**config.mk**
```make
export PLATFORM = sky130hd
export DESIGN_NAME = irrigation_zone_scheduler
export DESIGN_NICKNAME = d
export VERILOG_FILES = /design/src/rtl/irrigation_zone_scheduler.sv
export SDC_FILE = /design/constraint.sdc
export NUM_CORES = 1
export LEC_CHECK = 0
export CAP_MARGIN = 5
export CORE_MARGIN = 5
export CORE_UTILIZATION = 25
export DETAILED_ROUTE_END_ITERATION = 12
export RECOVER_POWER = 50
export SLEW_MARGIN = 20
export SYNTH_ARGS = -nofsm -noshare
export SYNTH_HDL_FRONTEND = slang
export SYNTH_SLANG_ARGS = --single-unit
export TNS_END_PERCENT = 10
```
**constraint.sdc**
```tcl
create_clock -name clock -period 4.9 [get_ports clock]
set_input_delay 0.98 -clock clock [delete_from_list [all_inputs] [get_ports clock]]
set_output_delay 0.98 -clock clock [all_outputs]
set_load 0.01 [all_outputs]
```
**src/rtl/irrigation_zone_scheduler.sv**
```systemverilog
// Multi-zone irrigation scheduler: tank level, fill/water/clean sequencing,
// round-robin zone grant and the fertilise/clean sequence with a sticky alarm.
module irrigation_zone_scheduler #(
   parameter int ZONES        = 4,
   parameter int LEVEL_W      = 3,
   parameter int DRIP_DIV     = 4,
   parameter int SPRINKLE_DIV = 2,
   parameter int FERT_TICKS   = 8,
   parameter int CLEAN_TICKS  = 4
) (
   input  logic               clock,
   input  logic               reset,
   input  logic               tick,
   input  logic [ZONES-1:0]   zone_req,
   input  logic [ZONES-1:0]   zone_mode,
   input  logic               fertilise_push,
   output logic [LEVEL_W-1:0] water_level,
   output logic               filling,
   output logic [ZONES-1:0]   zone_active,
   output logic               active_mode,
   output logic               fertilising,
   output logic               cleaning,
   output logic               alarm
);

   localparam int PTR_W   = $clog2(ZONES);
   localparam int MAX_DIV = (DRIP_DIV > SPRINKLE_DIV) ? DRIP_DIV : SPRINKLE_DIV;
   localparam int DCNT_W  = $clog2(MAX_DIV + 1);
   localparam int FCNT_W  = $clog2(FERT_TICKS + 1);
   localparam int CCNT_W  = $clog2(CLEAN_TICKS + 1);
   localparam logic [LEVEL_W-1:0] LEVEL_FULL = '1;
   localparam logic [LEVEL_W-1:0] LEVEL_LOW  = LEVEL_W'(2 ** (LEVEL_W - 1));

   typedef enum logic [1:0] {
      ST_FILL  = 2'd0,
      ST_IDLE  = 2'd1,
      ST_WATER = 2'd2,
      ST_CLEAN = 2'd3
   } state_t;

   state_t              state_q, state_d;
   logic [LEVEL_W-1:0]  level_q, level_d;
   logic [PTR_W-1:0]    ptr_q, ptr_d;
   logic [PTR_W-1:0]    grant_idx_q, grant_idx_d;
   logic [ZONES-1:0]    zone_active_q, zone_active_d;
   logic                mode_q, mode_d;
   logic [DCNT_W-1:0]   drain_cnt_q, drain_cnt_d;
   logic                fert_q, fert_d;
   logic [FCNT_W-1:0]   fert_cnt_q, fert_cnt_d;
   logic [CCNT_W-1:0]   clean_cnt_q, clean_cnt_d;
   logic                alarm_q, alarm_d;
   logic                filling_q, filling_d;
   logic                cleaning_q, cleaning_d;

   // Requests rotated so that offset 0 is the zone under the round-robin pointer.
   logic [ZONES-1:0]    rot_req;
   logic [PTR_W-1:0]    rot_idx [ZONES];

   for (genvar gi = 0; gi < ZONES; gi++) begin : g_rot
      logic [PTR_W:0] idx_sum;
      assign idx_sum     = {1'b0, ptr_q} + (PTR_W+1)'(gi);
      assign rot_idx[gi] = (idx_sum >= (PTR_W+1)'(ZONES))
                           ? PTR_W'(idx_sum - (PTR_W+1)'(ZONES))
                           : idx_sum[PTR_W-1:0];
      assign rot_req[gi] = zone_req[rot_idx[gi]];
   end

   logic             pick_valid;
   logic [PTR_W-1:0] pick_idx;

   always_comb begin
      pick_valid = 1'b0;
      pick_idx   = '0;
      for (int k = ZONES - 1; k >= 0; k--) begin
         if (rot_req[k]) begin
            pick_valid = 1'b1;
            pick_idx   = rot_idx[k];
         end
      end
   end

   logic [DCNT_W-1:0] drain_inc;
   logic [DCNT_W-1:0] div_sel;
   logic [FCNT_W-1:0] fert_inc;
   logic [CCNT_W-1:0] clean_inc;
   logic [PTR_W-1:0]  next_ptr;
   logic              fert_expire;

   assign drain_inc   = drain_cnt_q + DCNT_W'(1);
   assign div_sel     = mode_q ? DCNT_W'(SPRINKLE_DIV) : DCNT_W'(DRIP_DIV);
   assign fert_inc    = fert_cnt_q + FCNT_W'(1);
   assign clean_inc   = clean_cnt_q + CCNT_W'(1);
   assign next_ptr    = (grant_idx_q == PTR_W'(ZONES - 1)) ? '0 : grant_idx_q + PTR_W'(1);
   assign fert_expire = fert_q && tick && (fert_inc == FCNT_W'(FERT_TICKS));

   always_comb begin
      logic release_zone;
      release_zone  = 1'b0;
      state_d       = state_q;
      level_d       = level_q;
      ptr_d         = ptr_q;
      grant_idx_d   = grant_idx_q;
      zone_active_d = zone_active_q;
      mode_d        = mode_q;
      drain_cnt_d   = drain_cnt_q;
      fert_d        = fert_q;
      fert_cnt_d    = fert_cnt_q;
      clean_cnt_d   = clean_cnt_q;
      alarm_d       = alarm_q;

      case (state_q)
         ST_FILL: begin
            if (tick && (level_q != LEVEL_FULL)) level_d = level_q + LEVEL_W'(1);
            if (level_d == LEVEL_FULL) state_d = ST_IDLE;
         end
         ST_IDLE: begin
            if (level_q <= LEVEL_W'(1)) begin
               state_d = ST_FILL;
            end else if (pick_valid) begin
               state_d       = ST_WATER;
               grant_idx_d   = pick_idx;
               zone_active_d = ZONES'(1) << pick_idx;
               mode_d        = zone_mode[pick_idx];
               drain_cnt_d   = '0;
            end
         end
         ST_WATER: begin
            // Leaving the zone (drop or fertilise expiry) takes priority over any drain.
            if (!zone_req[grant_idx_q] || fert_expire) begin
               release_zone = 1'b1;
               ptr_d        = next_ptr;
               state_d      = fert_q ? ST_CLEAN : ST_IDLE;
               fert_d       = 1'b0;
               fert_cnt_d   = '0;
               clean_cnt_d  = '0;
            end else begin
               if (tick) begin
                  if (drain_inc == div_sel) begin
                     drain_cnt_d = '0;
                     if (level_q != '0) level_d = level_q - LEVEL_W'(1);
                  end else begin
                     drain_cnt_d = drain_inc;
                  end
                  if (fert_q) fert_cnt_d = fert_inc;
               end
               if (fert_q) begin
                  if (level_d == '0) begin
                     alarm_d      = 1'b1;
                     fert_d       = 1'b0;
                     fert_cnt_d   = '0;
                     state_d      = ST_FILL;
                     release_zone = 1'b1;
                  end
               end else if (level_d <= LEVEL_W'(1)) begin
                  state_d      = ST_FILL;
                  release_zone = 1'b1;
               end else if (fertilise_push && mode_q && (level_q >= LEVEL_LOW)) begin
                  fert_d     = 1'b1;
                  fert_cnt_d = '0;
               end
            end
         end
         ST_CLEAN: begin
            if (tick) begin
               if (clean_inc == CCNT_W'(CLEAN_TICKS)) begin
                  clean_cnt_d = '0;
                  state_d     = ST_IDLE;
               end else begin
                  clean_cnt_d = clean_inc;
               end
            end
         end
         default: state_d = ST_FILL;
      endcase

      if (release_zone) begin
         zone_active_d = '0;
         mode_d        = 1'b0;
      end
   end

   assign filling_d  = (state_d == ST_FILL);
   assign cleaning_d = (state_d == ST_CLEAN);

   always_ff @(posedge clock or posedge reset) begin
      if (reset) begin
         state_q       <= ST_FILL;
         level_q       <= '0;
         ptr_q         <= '0;
         grant_idx_q   <= '0;
         zone_active_q <= '0;
         mode_q        <= 1'b0;
         drain_cnt_q   <= '0;
         fert_q        <= 1'b0;
         fert_cnt_q    <= '0;
         clean_cnt_q   <= '0;
         alarm_q       <= 1'b0;
         filling_q     <= 1'b1;
         cleaning_q    <= 1'b0;
      end else begin
         state_q       <= state_d;
         level_q       <= level_d;
         ptr_q         <= ptr_d;
         grant_idx_q   <= grant_idx_d;
         zone_active_q <= zone_active_d;
         mode_q        <= mode_d;
         drain_cnt_q   <= drain_cnt_d;
         fert_q        <= fert_d;
         fert_cnt_q    <= fert_cnt_d;
         clean_cnt_q   <= clean_cnt_d;
         alarm_q       <= alarm_d;
         filling_q     <= filling_d;
         cleaning_q    <= cleaning_d;
      end
   end

   assign water_level = level_q;
   assign filling     = filling_q;
   assign zone_active = zone_active_q;
   assign active_mode = mode_q;
   assign fertilising = fert_q;
   assign cleaning    = cleaning_q;
   assign alarm       = alarm_q;

endmodule
```
After elaboration in Yosys (flattened, before gate mapping)
Cells that the tools add are included.

word-level totals
  word-level logic and storage cells = 163
  input bits = 12
  register bits = 28

cells by class
  add/subtract/negate cells = 13
  multiplexer cells = 81
  bitwise logic cells = 2
  magnitude comparators = 13
  reductions and logical operators = 23
  equal/unequal tests = 17
  shifts and indexed selects = 1

operators by type and width
  kind                                                             count
  two-way mux 3 bit                                                17
  two-way mux 4 bit                                                11
  two-way mux 2 bit                                                19
  two-way mux 1 bit                                                24
  < comparator 2 x 3 -> 1 bit (second input constant)              6
  case mux 3 bit (2 select lines)                                  3
  binary-select mux 1 bit (select 2 bit)                           6
  greater-or-equal comparator 3 bit (second input constant)        4
  != test 2 bit (second input constant)                            6
  nonzero test 2 bit                                               5
  adder 3 x 1 -> 3 bit (second input constant)                     3
  AND reduction 3 bit                                              3
  equality test 2 bit (second input constant)                      4
  case mux 2 bit (4 select lines)                                  1
  subtractor 2 x 1 -> 2 bit (second input constant)                4
  adder 2 x 2 -> 3 bit (second input constant)                     2
  equality test 3 bit (second input constant)                      2
  less-or-equal comparator 3 x 1 -> 1 bit (second input constant)  2
  logical AND 1 bit                                                5
  AND reduction 5 bit                                              1
  adder 4 x 1 -> 4 bit (second input constant)                     1
  equality test 4 bit (second input constant)                      1
  zero test 2 bit                                                  2
  AND reduction 2 bit                                              2
  15 further kinds                                                 16

Logic depth before layout (Yosys ltp)
  depth in word-level cells = 15
  gate-level depth with buffers = 8
  gate-level depth less buffers = 8

Worst setup path after synthesis
No wires, ideal clock.

  path kind = in2reg
  from = in tick
  to = reg fert_cnt_q[3]
  cell stages on the path = 6
  required time = 4.779 ns
  path buffers = 0
  arrival time = 2.340 ns
  path slack = 2.439 ns
  cells stage by stage = and4bb_1 mux2i_2 o211ai_2 a311o_2 or2_1 a22o_1

on the way
  word-level cells in the longest chain between the ends = 7
  elaborated cells between the ends (all ways) = 14
  those cells by class = order compare: 1; mux: 9; reduce/logical: 4

RTL lines
  what                                                                               RTL line  text
  start, declared                                                                    13        input logic tick,
  two-way mux 3 bit                                                                  137       if (tick) begin
  two-way mux 3 bit                                                                  129       if (!zone_req[grant_idx_q] || fert_expire) begin
  two-way mux 3 bit                                                                  111       case (state_q)
  less-or-equal comparator 3 x 1 -> 1 bit / zero test 3 bit (equally long branches)  154, 147
  two-way mux 4 bit (on tied branches)                                               154, 147
  two-way mux 4 bit                                                                  146       if (fert_q) begin
  two-way mux 4 bit (*)                                                              129
  end signal, assigned                                                               209       fert_cnt_q <= fert_cnt_d;
  end, declared                                                                      49        logic [FCNT_W-1:0] fert_cnt_q, fert_cnt_d;

Every way passes the cells marked *; elsewhere a longest branch is shown, timed or not. The select of a mux whose other input is x is not followed.
A chain may end at the register's enable or synchronous reset.

Final worst setup path
  from = in tick
  to = reg ptr_q[1]

on the way
  word-level cells in the longest chain between the ends = 4

RTL lines
  what                                  RTL line  text
  logical AND 1 bit (2 in series)       94        assign fert_expire = fert_q && tick && (fert_inc == FCNT_W'(FERT_TICKS));
  logical OR 1 bit                      129
  AND reduction 2 bit (no source line)  -
  end signal, assigned                  203       ptr_q <= ptr_d;
  end, declared                         43        logic [PTR_W-1:0] ptr_q, ptr_d;

Every way passes these cells.

==> results.cfg <==
[final_layout]
nets = 262
final_cell_mix = 27 x dfrtp_1, 17 x nand2_1, 17 x clkdlybuf4s50_1
mostFrequentLayoutCell = dfrtp_1
antenna_cells = 0
multi_input_area_sq_um = 1190
area_growth_pct = 19.5
n_fill_cell = 831
final_area_sq_um = 2350
finalNonFillerCells = 340
drive_gt1_frac = 0.0714
seq_area_sq_um = 702

[clock_network]
clock_path_buffers = 2
cts_root_buf = clkbuf_8
cts_tree = done
clk_latency_ns = 0.28
htreeDepth = 1
cts-hold-fix-buffers = 0
cts_buffers = 3
cts_sinks = 28
clk_pin_slew_ns = 0.10
post_cts_resized = 0
post_cts_buffers = 0

[setup_path]
crit_required_ns = 5.08
r2r_slack_ns = 2.35
rr_worst_depth = 7
crit_fanout = 16
cp-end-kind = flip-flop
start_kind = primary input
path_cells = clkdlybuf4s50_1 > and2_0 > nand4_1 > o211a_1 > nor2_1 > mux2_2
arrival_ns = 3.24
startpoint = tick
cpPeakStageDelay_ns = 0.69
crit_path_end = ptr_q[1]$_DFFE_PP0P_
cp_slowest_cell = clkdlybuf4s50_1
r2r-end = fert_cnt_q[3]$_DFFE_PP0P_
reg2reg_from = drain_cnt_q[0]$_DFFE_PP0P_
crit_type = primary input to flip-flop

[placed_design]
dp.cells = 336
gp_congestion = 0.884
port_buffers = 23
hpwl_um = 3660
postPlaceCellArea_sq_um = 2310

[logic_synthesis]
syn_inst = 216
synth_flop_cell = dfrtp_1
synth_top_area_cell = dfrtp_1
synth.area.top_cells = dfrtp_1 34%, ha_1 7.0%, a21oi_1 3.6%, o21ai_0 3.3%, nand2_1 3.2%
synth_xor_area_frac = 0.0216
synth_top_area_frac = 0.343
synth_fa_ha_area_frac = 0.0699
syn-cell-area_sq_um = 1970
async_flop_share = 1.00
synth_top_family_by_area = compound AO/OA/AOI/OAI gates
synth_edf_count = 0
synthMuxAreaShare = 0.0584
yosysWarnings = 0
seq_area_frac_synth = 0.356
syn_nets = 239
synth.avg_cell_area_sq_um = 9.12
synthDistinctLibCells = 57
synth_compound_area_frac = 0.277
synth-seq-cells = 28
synth_simple_gate_area_frac = 0.179

[timing]
tns_ns = 0
rsz0062_at_grt = no
fin_skew_ns = 0.00714
drv_slew = 0
fmax_mhz = 326
hold_violations = 0
worstMarginPinSlew_ns = 1.09
slew-limit-headroom = 0.276
finalCritPeriodShare = 0.625
period_minus_slack_ns = 3.06
finalSetupViolCount = 0

[hold_path]
min_path_type = flip-flop to flip-flop

[power_and_ir_drop]
power.density_nw_per_um2 = 570
ir_worst_vdd_mv = 0.252
power_mw = 1.34
cellLeakagePower_nw = 0.944

[die]
dieArea_sq_um = 9750
start_util = 0.256
fp.dieW_um = 98.8
die_h_um = 98.8
num_rows = 32
coreArea_sq_um = 7690
io_pins = 24

[route]
wl_per_cell_um = 14.4
ant_nets = 0
avgViaCountPerCell = 5.19
dr.pass1.iters = 4
drc = 0
vias = 1765
totalWireLength_um = 4900
drtIter0Drc = 124

[grt]
grt_pass1_vias = 1728
grt_pass1_wl_um = 8460
track_usage = 0.103
antenna_found_initial = 0
grt_util_met1 = 0.138
use_met3 = 0.0262
grt_max_degree = 29
met2_usage = 0.167
busiest_layer = met2
grt-ovfl-total = 0

[flow_run]
maxCapViolations = 0

[status]
status = complete, no violations
-- per-stage QoR --
stage | setup slack [ns] | hold slack [ns] | util
2_1_floorplan | 2.44 | 0.476 | -
3_3_place_gp | 1.63 | 0.481 | 0.301
3_5_place_dp | 1.55 | 0.478 | 0.301
4_1_cts | 1.85 | 0.502 | 0.307
5_1_grt | 1.61 | 0.501 | 0.306
6_report | 1.84 | 0.483 | 0.306
-- layout make-up --
cell class,count,share of cell area
flip-flops and latches,28,0.298
inverters,14,0.0223
multi-input cells,168,0.507
well taps,102,0.0542
repair buffers,24,0.0994
clock buffers,4,0.0191
-- sequential cells by signal, summed over array words and instances, names as in the netlist --
signal,count
active_mode,1
state_q,2
clean_cnt_q,3
cleaning,1
filling,1
grant_idx_q,2
zone_active,4
ptr_q,2
fertilising,1
water_level,3
fert_cnt_q,4
drain_cnt_q,3
alarm,1
-- worst max-delay path, delay by kind of cell --
kind,cells,cell delay [ns]
AO/OA/AOI/OAI,1,0.43
AND/OR/NAND/NOR,3,0.77
multiplexers,1,0.36
buffers and inverters,1,0.69
-- metal layers --
| metal | vias up | wire, um |
|---|---|---|
| li1 | 869 | - |
| met1 | 855 | 2370 |
| met2 | 33 | 2290 |
| met3 | 8 | 166 |
| met4 | 0 | 84 |
| met5 | - | 0 |
-- Yosys cell counts (2+ instances only) --
cell type / instances
dfrtp_1: 27
nand2_1: 17
a21oi_1: 14
inv_1: 14
nor2_1: 14
o21ai_0: 13
ha_1: 11
nand3_1: 9
a31oi_1: 8
nand4_1: 7
clkbuf_1: 6
nor3_1: 5
nor2b_1: 4
a211o_1: 3
a21o_1: 3
a22o_1: 3
mux2i_1: 3
nand2b_1: 3
o211ai_1: 3
o221ai_1: 3
a22oi_1: 2
a311o_2: 2
a31o_2: 2
mux4_2: 2
o211a_1: 2
o21bai_1: 2
o22a_1: 2
o22ai_1: 2
xor2_1: 2
-- logic make-up (layout without fill, tap and decap cells) --
logic type	Yosys count	in the layout
flip-flops	28	28
XOR/XNOR	4	4
AO/OA/AOI/OAI	76	76
AND/OR/NAND/NOR	69	69
adder cells (fa/ha/maj)	11	11
multiplexers	8	8
buffers and inverters	20	42
-- worst min-delay path by stage --
stage,start,to,slack [ns],depth (start not counted)
global placement,alarm$_DFFE_PP0P_,alarm$_DFFE_PP0P_,0.48,1
finish,alarm$_DFFE_PP0P_,alarm$_DFFE_PP0P_,0.48,1
global route,alarm$_DFFE_PP0P_,alarm$_DFFE_PP0P_,0.50,1
floorplan,clean_cnt_q[2]$_DFFE_PP0P_,clean_cnt_q[2]$_DFFE_PP0P_,0.48,1
detailed placement,alarm$_DFFE_PP0P_,alarm$_DFFE_PP0P_,0.48,1
CTS,alarm$_DFFE_PP0P_,alarm$_DFFE_PP0P_,0.50,1
-- where the power goes --
group	internal, mW	total, mW	switching [mW]
combinational	0.327	0.729	0.401
clock	0.0585	0.134	0.0758
sequential	0.332	0.479	0.147
Note: power is estimated with default switching activity, not from simulation.
